<file path="config.mk">
export PLATFORM = sky130hd
export DESIGN_NAME = regfile_dump
export DESIGN_NICKNAME = d
export VERILOG_FILES = /design/src/rtl/regfile_dump.sv
export SDC_FILE = /design/constraint.sdc
export NUM_CORES = 1
export LEC_CHECK = 0
export BUFFER_PORTS_ARGS = -buffer_cell sky130_fd_sc_hd__buf_2
export CAP_MARGIN = 15
export CORE_ASPECT_RATIO = 1.25
export CORE_UTILIZATION = 48
export CTS_BUF_LIST = sky130_fd_sc_hd__clkbuf_8
export DETAILED_ROUTE_END_ITERATION = 8
export PLACE_DENSITY = 0.89
export SLEW_MARGIN = 20
export SYNTH_ARGS = -nofsm -noshare
export SYNTH_HDL_FRONTEND = slang
export SYNTH_SLANG_ARGS = --single-unit
</file>
<file path="constraint.sdc">
create_clock -name Clk -period 2 [get_ports Clk]
set_input_delay 0 -clock Clk [delete_from_list [all_inputs] [get_ports Clk]]
set_output_delay 0 -clock Clk [all_outputs]
set_load 0.01 [all_outputs]
</file>
<file path="src/rtl/regfile_dump.sv">
// regfile_dump: debug reader that walks a register file through one combinational read
// port and streams each (address, value) pair out on a valid/ready interface.
//
// Parameters:
//   FIRST_REG  first register address dumped (0..31)
//   LAST_REG   last register address dumped (FIRST_REG..31)
//
// Ports:
//   Clk           rising-edge clock
//   Reset         synchronous active-high reset; aborts a dump in flight
//   Start         begin a dump, honoured only while idle
//   Busy          high from the cycle after an accepted Start until Done
//   Done          one-cycle pulse after the final beat handshakes
//   ReadRegister  address to the register file read port
//   ReadData      register file data for ReadRegister
//   DumpAddr      register address of the current beat
//   DumpData      captured register value of the current beat
//   DumpValid     beat valid
//   DumpReady     sink accepts the beat when DumpValid & DumpReady at a Clk edge
//   Checksum      (REGDUMP_CHECKSUM_EN only) mod-2^32 sum of DumpData over accepted beats
//
// Optional feature macro: REGDUMP_CHECKSUM_EN adds the Checksum output and its adder.

module regfile_dump #(
  parameter int unsigned FIRST_REG = 0,
  parameter int unsigned LAST_REG  = 31
) (
  input  logic        Clk,
  input  logic        Reset,
  input  logic        Start,
  output logic        Busy,
  output logic        Done,
  output logic [4:0]  ReadRegister,
  input  logic [31:0] ReadData,
  output logic [4:0]  DumpAddr,
  output logic [31:0] DumpData,
  output logic        DumpValid,
  input  logic        DumpReady
`ifdef REGDUMP_CHECKSUM_EN
  ,
  output logic [31:0] Checksum
`endif
);

  if (FIRST_REG > LAST_REG) begin : gen_bad_range
    $error("regfile_dump: FIRST_REG must not exceed LAST_REG");
  end
  if (LAST_REG > 31) begin : gen_bad_last
    $error("regfile_dump: LAST_REG must be at most 31");
  end

  localparam logic [4:0] FirstAddr = 5'(FIRST_REG);
  localparam logic [4:0] LastAddr  = 5'(LAST_REG);

  typedef enum logic [1:0] {StIdle, StRead, StSend, StFin} state_e;

  state_e      state_q, state_d;
  logic [4:0]  addr_q, addr_d;
  logic        busy_q, busy_d;
  logic [4:0]  dump_addr_q, dump_addr_d;
  logic [31:0] dump_data_q, dump_data_d;
  logic        valid_q, valid_d;

`ifdef REGDUMP_CHECKSUM_EN
  logic [31:0] sum_q, sum_d;
`endif

  always_comb begin
    state_d     = state_q;
    addr_d      = addr_q;
    busy_d      = busy_q;
    dump_addr_d = dump_addr_q;
    dump_data_d = dump_data_q;
    valid_d     = valid_q;
`ifdef REGDUMP_CHECKSUM_EN
    sum_d       = sum_q;
`endif
    unique case (state_q)
      StIdle: begin
        if (Start) begin
          state_d = StRead;
          addr_d  = FirstAddr;
          busy_d  = 1'b1;
`ifdef REGDUMP_CHECKSUM_EN
          sum_d   = '0;
`endif
        end
      end
      StRead: begin
        dump_addr_d = addr_q;
        dump_data_d = ReadData;
        valid_d     = 1'b1;
        state_d     = StSend;
      end
      StSend: begin
        if (DumpReady) begin
          valid_d = 1'b0;
`ifdef REGDUMP_CHECKSUM_EN
          sum_d   = sum_q + dump_data_q;
`endif
          // Compare before incrementing so the address never wraps past 31.
          if (addr_q == LastAddr) begin
            state_d = StFin;
          end else begin
            addr_d  = addr_q + 5'd1;
            state_d = StRead;
          end
        end
      end
      StFin: begin
        busy_d  = 1'b0;
        state_d = StIdle;
      end
      default: state_d = StIdle;
    endcase
  end

  always_ff @(posedge Clk) begin
    if (Reset) begin
      state_q     <= StIdle;
      addr_q      <= FirstAddr;
      busy_q      <= 1'b0;
      dump_addr_q <= '0;
      dump_data_q <= '0;
      valid_q     <= 1'b0;
`ifdef REGDUMP_CHECKSUM_EN
      sum_q       <= '0;
`endif
    end else begin
      state_q     <= state_d;
      addr_q      <= addr_d;
      busy_q      <= busy_d;
      dump_addr_q <= dump_addr_d;
      dump_data_q <= dump_data_d;
      valid_q     <= valid_d;
`ifdef REGDUMP_CHECKSUM_EN
      sum_q       <= sum_d;
`endif
    end
  end

  assign ReadRegister = addr_q;
  assign Busy         = busy_q;
  assign Done         = (state_q == StFin);
  assign DumpAddr     = dump_addr_q;
  assign DumpData     = dump_data_q;
  assign DumpValid    = valid_q;
`ifdef REGDUMP_CHECKSUM_EN
  assign Checksum     = sum_q;
`endif

endmodule
</file>
==> results.py <==
metrics = {
    "status": {
        "outcome": "complete, no violations",
    },
    "critical_path": {
        "worstPathBufferInverterCount": 0,
        "slowest_delay_ns": 0.55,
        "worst_setup_path_end_kind": "flip-flop",
        "required_ns": 2.14,
        "path_delay_family": "simple AND/OR/NAND/NOR gates",
        "cp_max_fo": 7,
        "startpoint_type": "flip-flop",
        "path_class": "reg -> reg",
        "cp_slowest_cell": "or4bb_4",
        "crit_chain": "ha_1, and3_1, ha_1, or4bb_4, nand2_1, a311oi_2",
        "cpMostUsedCell": "ha_1",
        "arrival_ns": 2.04,
    },
    "floorplanning": {
        "start_util_pct": 49.9,
        "die_h_um": 69.3,
        "io_pins": 81,
        "fp.dieW_um": 55.8,
        "rows": 24,
        "core_area_mm2": 0.00348,
        "design.die.area_mm2": 0.00387,
    },
    "logic_synthesis": {
        "synth_top_area_share_pct": 52.9,
        "syn_avg_cell_area_um2": 8.32,
        "synthCells": 209,
        "syn-num-nets": 247,
        "yosysUniqueCellTypes": 29,
        "synth-seq-area-share_pct": 52.9,
        "ys_warn_count": 0,
        "synth_area_mm2": 0.00174,
        "synthTopCellsByArea": "dfxtp_1, nand2_1, a21oi_1",
        "synth_top_area_cell": "dfxtp_1",
        "ys_ff_latch": 46,
    },
    "sta": {
        "min_period_ns": 1.90,
        "tightest_slew_ns": 0.797,
        "relSlewSlack_pct": 46.9,
        "tns_ns": 0,
        "hold_viol": 0,
        "setup_viol_count_final": 0,
        "maxSlewViolCount": 0,
        "rsz0062_at_grt": "no",
        "fin_worst_skew_ns": 0.00847,
        "fmax_mhz": 526,
        "hold-worst-slack_ns": 0.0141,
        "period_share_pct": 95.0,
    },
    "placed_design": {
        "placed_area_mm2": 0.00213,
        "port_buffers": 80,
        "dp_hpwl_um": 2530,
        "gp_congestion": 0.878,
    },
    "pwr": {
        "p_sw_mw": 0.459,
        "p_seq_share_pct": 51.3,
        "power_density_mw_per_mm2": 747,
        "combPwrFrac_pct": 13.8,
        "p_int_mw": 1.46,
        "swShare_pct": 24.0,
        "p_leak_nw": 1.16,
        "power_frac_clock_pct": 34.9,
        "ir_drop_uv": 584,
    },
    "cells_and_area": {
        "fill_cells": 249,
        "antenna_cells": 0,
        "multi_input_area_um2": 734,
        "layout-drive-gt1-share_pct": 30.9,
        "regArea_um2": 923,
        "areaGrowthSynthToFinish_pct": 47.3,
        "final_area_mm2": 0.00256,
        "nets": 354,
    },
    "routing": {
        "ant_nets": 0,
        "dr.pass1.iters": 4,
        "wl_per_cell_um": 12.9,
        "drt_iter0_markers": 85,
        "num_vias": 1784,
        "viasPerCell": 5.01,
        "wirelength_um": 4580,
        "drc": 0,
    },
    "worst_hold_path": {
        "hp-class": "in -> reg",
    },
    "clocking": {
        "numCtsBuffers": 5,
        "clockRootBuffer": "clkbuf_8",
        "cts_htree_levels": 2,
        "clockBufferDepth": 2,
        "path_clk_slew_ns": 0.09,
        "cts_tree": "built",
        "insertion_delay_ns": 0.30,
        "clock-sinks": 46,
    },
    "global_routing": {
        "grt_pass1_wl_um": 7570,
        "grt_max_degree": 47,
        "track_usage_pct": 24.9,
        "antenna_found_initial": 0,
        "overflow": 0,
        "grt_pass1_vias": 1651,
    },
    "flow_run": {
        "cap_violations": 0,
    },
}
==> kinds of logic (layout without fill, tap and decap cells) <==
logic type	count (synthesis)	after routing	synth area share, %
AND/OR/NAND/NOR	95	95	24.2
AO/OA/AOI/OAI	49	49	15.7
flip-flops	46	46	52.9
buffers and inverters	16	124	5.18
adder cells (fa/ha/maj)	2	2	1.44
multiplexers	1	1	0.576
==> registers in the layout, summed over array words and instances, names as in the netlist <==
signal        count
Busy              1
DumpAddr          5
ReadRegister      5
state_q           2
DumpValid         1
DumpData         32
==> tightest hold or removal path, stage by stage <==
cell	delay [ns]
buf_2	0.09
mux2i_1	0.06
nor3_1	0.11
==> power by group through the flow <==
stage	clock [mW]	sequential [mW]	combinational [mW]
after floorplan	0	1.02	0.114
after global placement	0	1.00	0.207
after detailed placement	0	1.00	0.211
after CTS	0.686	0.981	0.260
after global routing	0.726	0.987	0.292
final	0.668	0.982	0.264
==> placed cells by master (no fill, tap or decap) <==
master / count
a311oi_1: 1
and4bb_4: 1
a21oi_1: 43
or2b_1: 1
inv_1: 1
or3b_1: 1
and3_1: 1
a211oi_1: 1
nand2b_1: 3
nor2_1: 1
dlygate4sd3_1: 32
and2b_1: 1
a311oi_2: 1
bufinv_16: 1
nor3_1: 1
a41oi_2: 1
clkbuf_8: 5
nor2b_2: 1
nand2_1: 76
dfxtp_2: 2
ha_1: 2
mux2i_1: 1
nand4b_1: 2
or4bb_4: 1
o21ai_0: 2
buf_4: 3
nand3_1: 4
and2_1: 1
buf_2: 80
dfxtp_1: 44
clkinv_2: 2
==> layer usage <==
metal  share of wire, %  global-route usage [%]  wire length (um)  vias up
met4                3.0                    11.7               137        0
met2                 55                    47.3              2540       60
met3                5.4                    5.41               245       12
met5                  0                       0                 0        -
li1                   -                       -                 -      901
met1                 36                    25.2              1660      811
==> stage by stage <==
stage	util, %	worst slack [ns]	std cells	total power [mW]
after floorplan	-	0.184	209	1.13
after global placement	61.1	0.140	316	1.21
after detailed placement	61.1	0.0813	316	1.21
after CTS	73.4	0.0445	356	1.93
after global routing	73.6	0.0165	356	2.00
final	73.6	0.0996	356	1.91
==> cells in the mapped netlist <==
cell type,n
clkbuf_1,5
inv_1,1
nor3_1,1
and3_1,1
nand4b_1,2
nor2_1,1
a41oi_2,1
dfxtp_1,46
nor2b_1,1
buf_2,3
a311oi_2,1
or4bb_1,1
or3b_1,1
and4bb_4,1
nand2b_1,3
or2b_1,1
buf_6,1
buf_1,1
mux2i_1,1
nand2_1,76
o21ai_0,2
and2b_1,1
ha_1,2
a211oi_1,1
a311oi_1,1
nand3_1,4
buf_4,5
and2_1,1
a21oi_1,43
==> cell type report <==
| type | instances | area share, % |
|---|---|---|
| tap | 39 | 1.90 |
| multi-input combinational | 147 | 28.7 |
| timing repair buffer | 115 | 29.0 |
| inverter | 1 | 0.146 |
| sequential | 46 | 36.0 |
| clock buffer | 5 | 2.69 |
| clock inverter | 3 | 1.56 |
==> timing repair <==
action                                  CTS  global route
endpoints found under the setup margin    0             3
hold buffers                             32             0
gates resized for setup                   0             3
setup buffers                             0             0
hold endpoints to repair                 32             0
==> path summary, 6_finish.rpt <==
kind	start	endpoint	slack [ns]	cells past startpoint
hold reg to reg	DumpData[25]	DumpData[25]	0.45	2
setup / recovery	ReadRegister[0]	ReadRegister[3]	0.1	6
hold / removal	Start	state_q[0]	0.01	3
setup reg to reg	ReadRegister[0]	ReadRegister[3]	0.1	6
(Power assumes the default switching activity.)
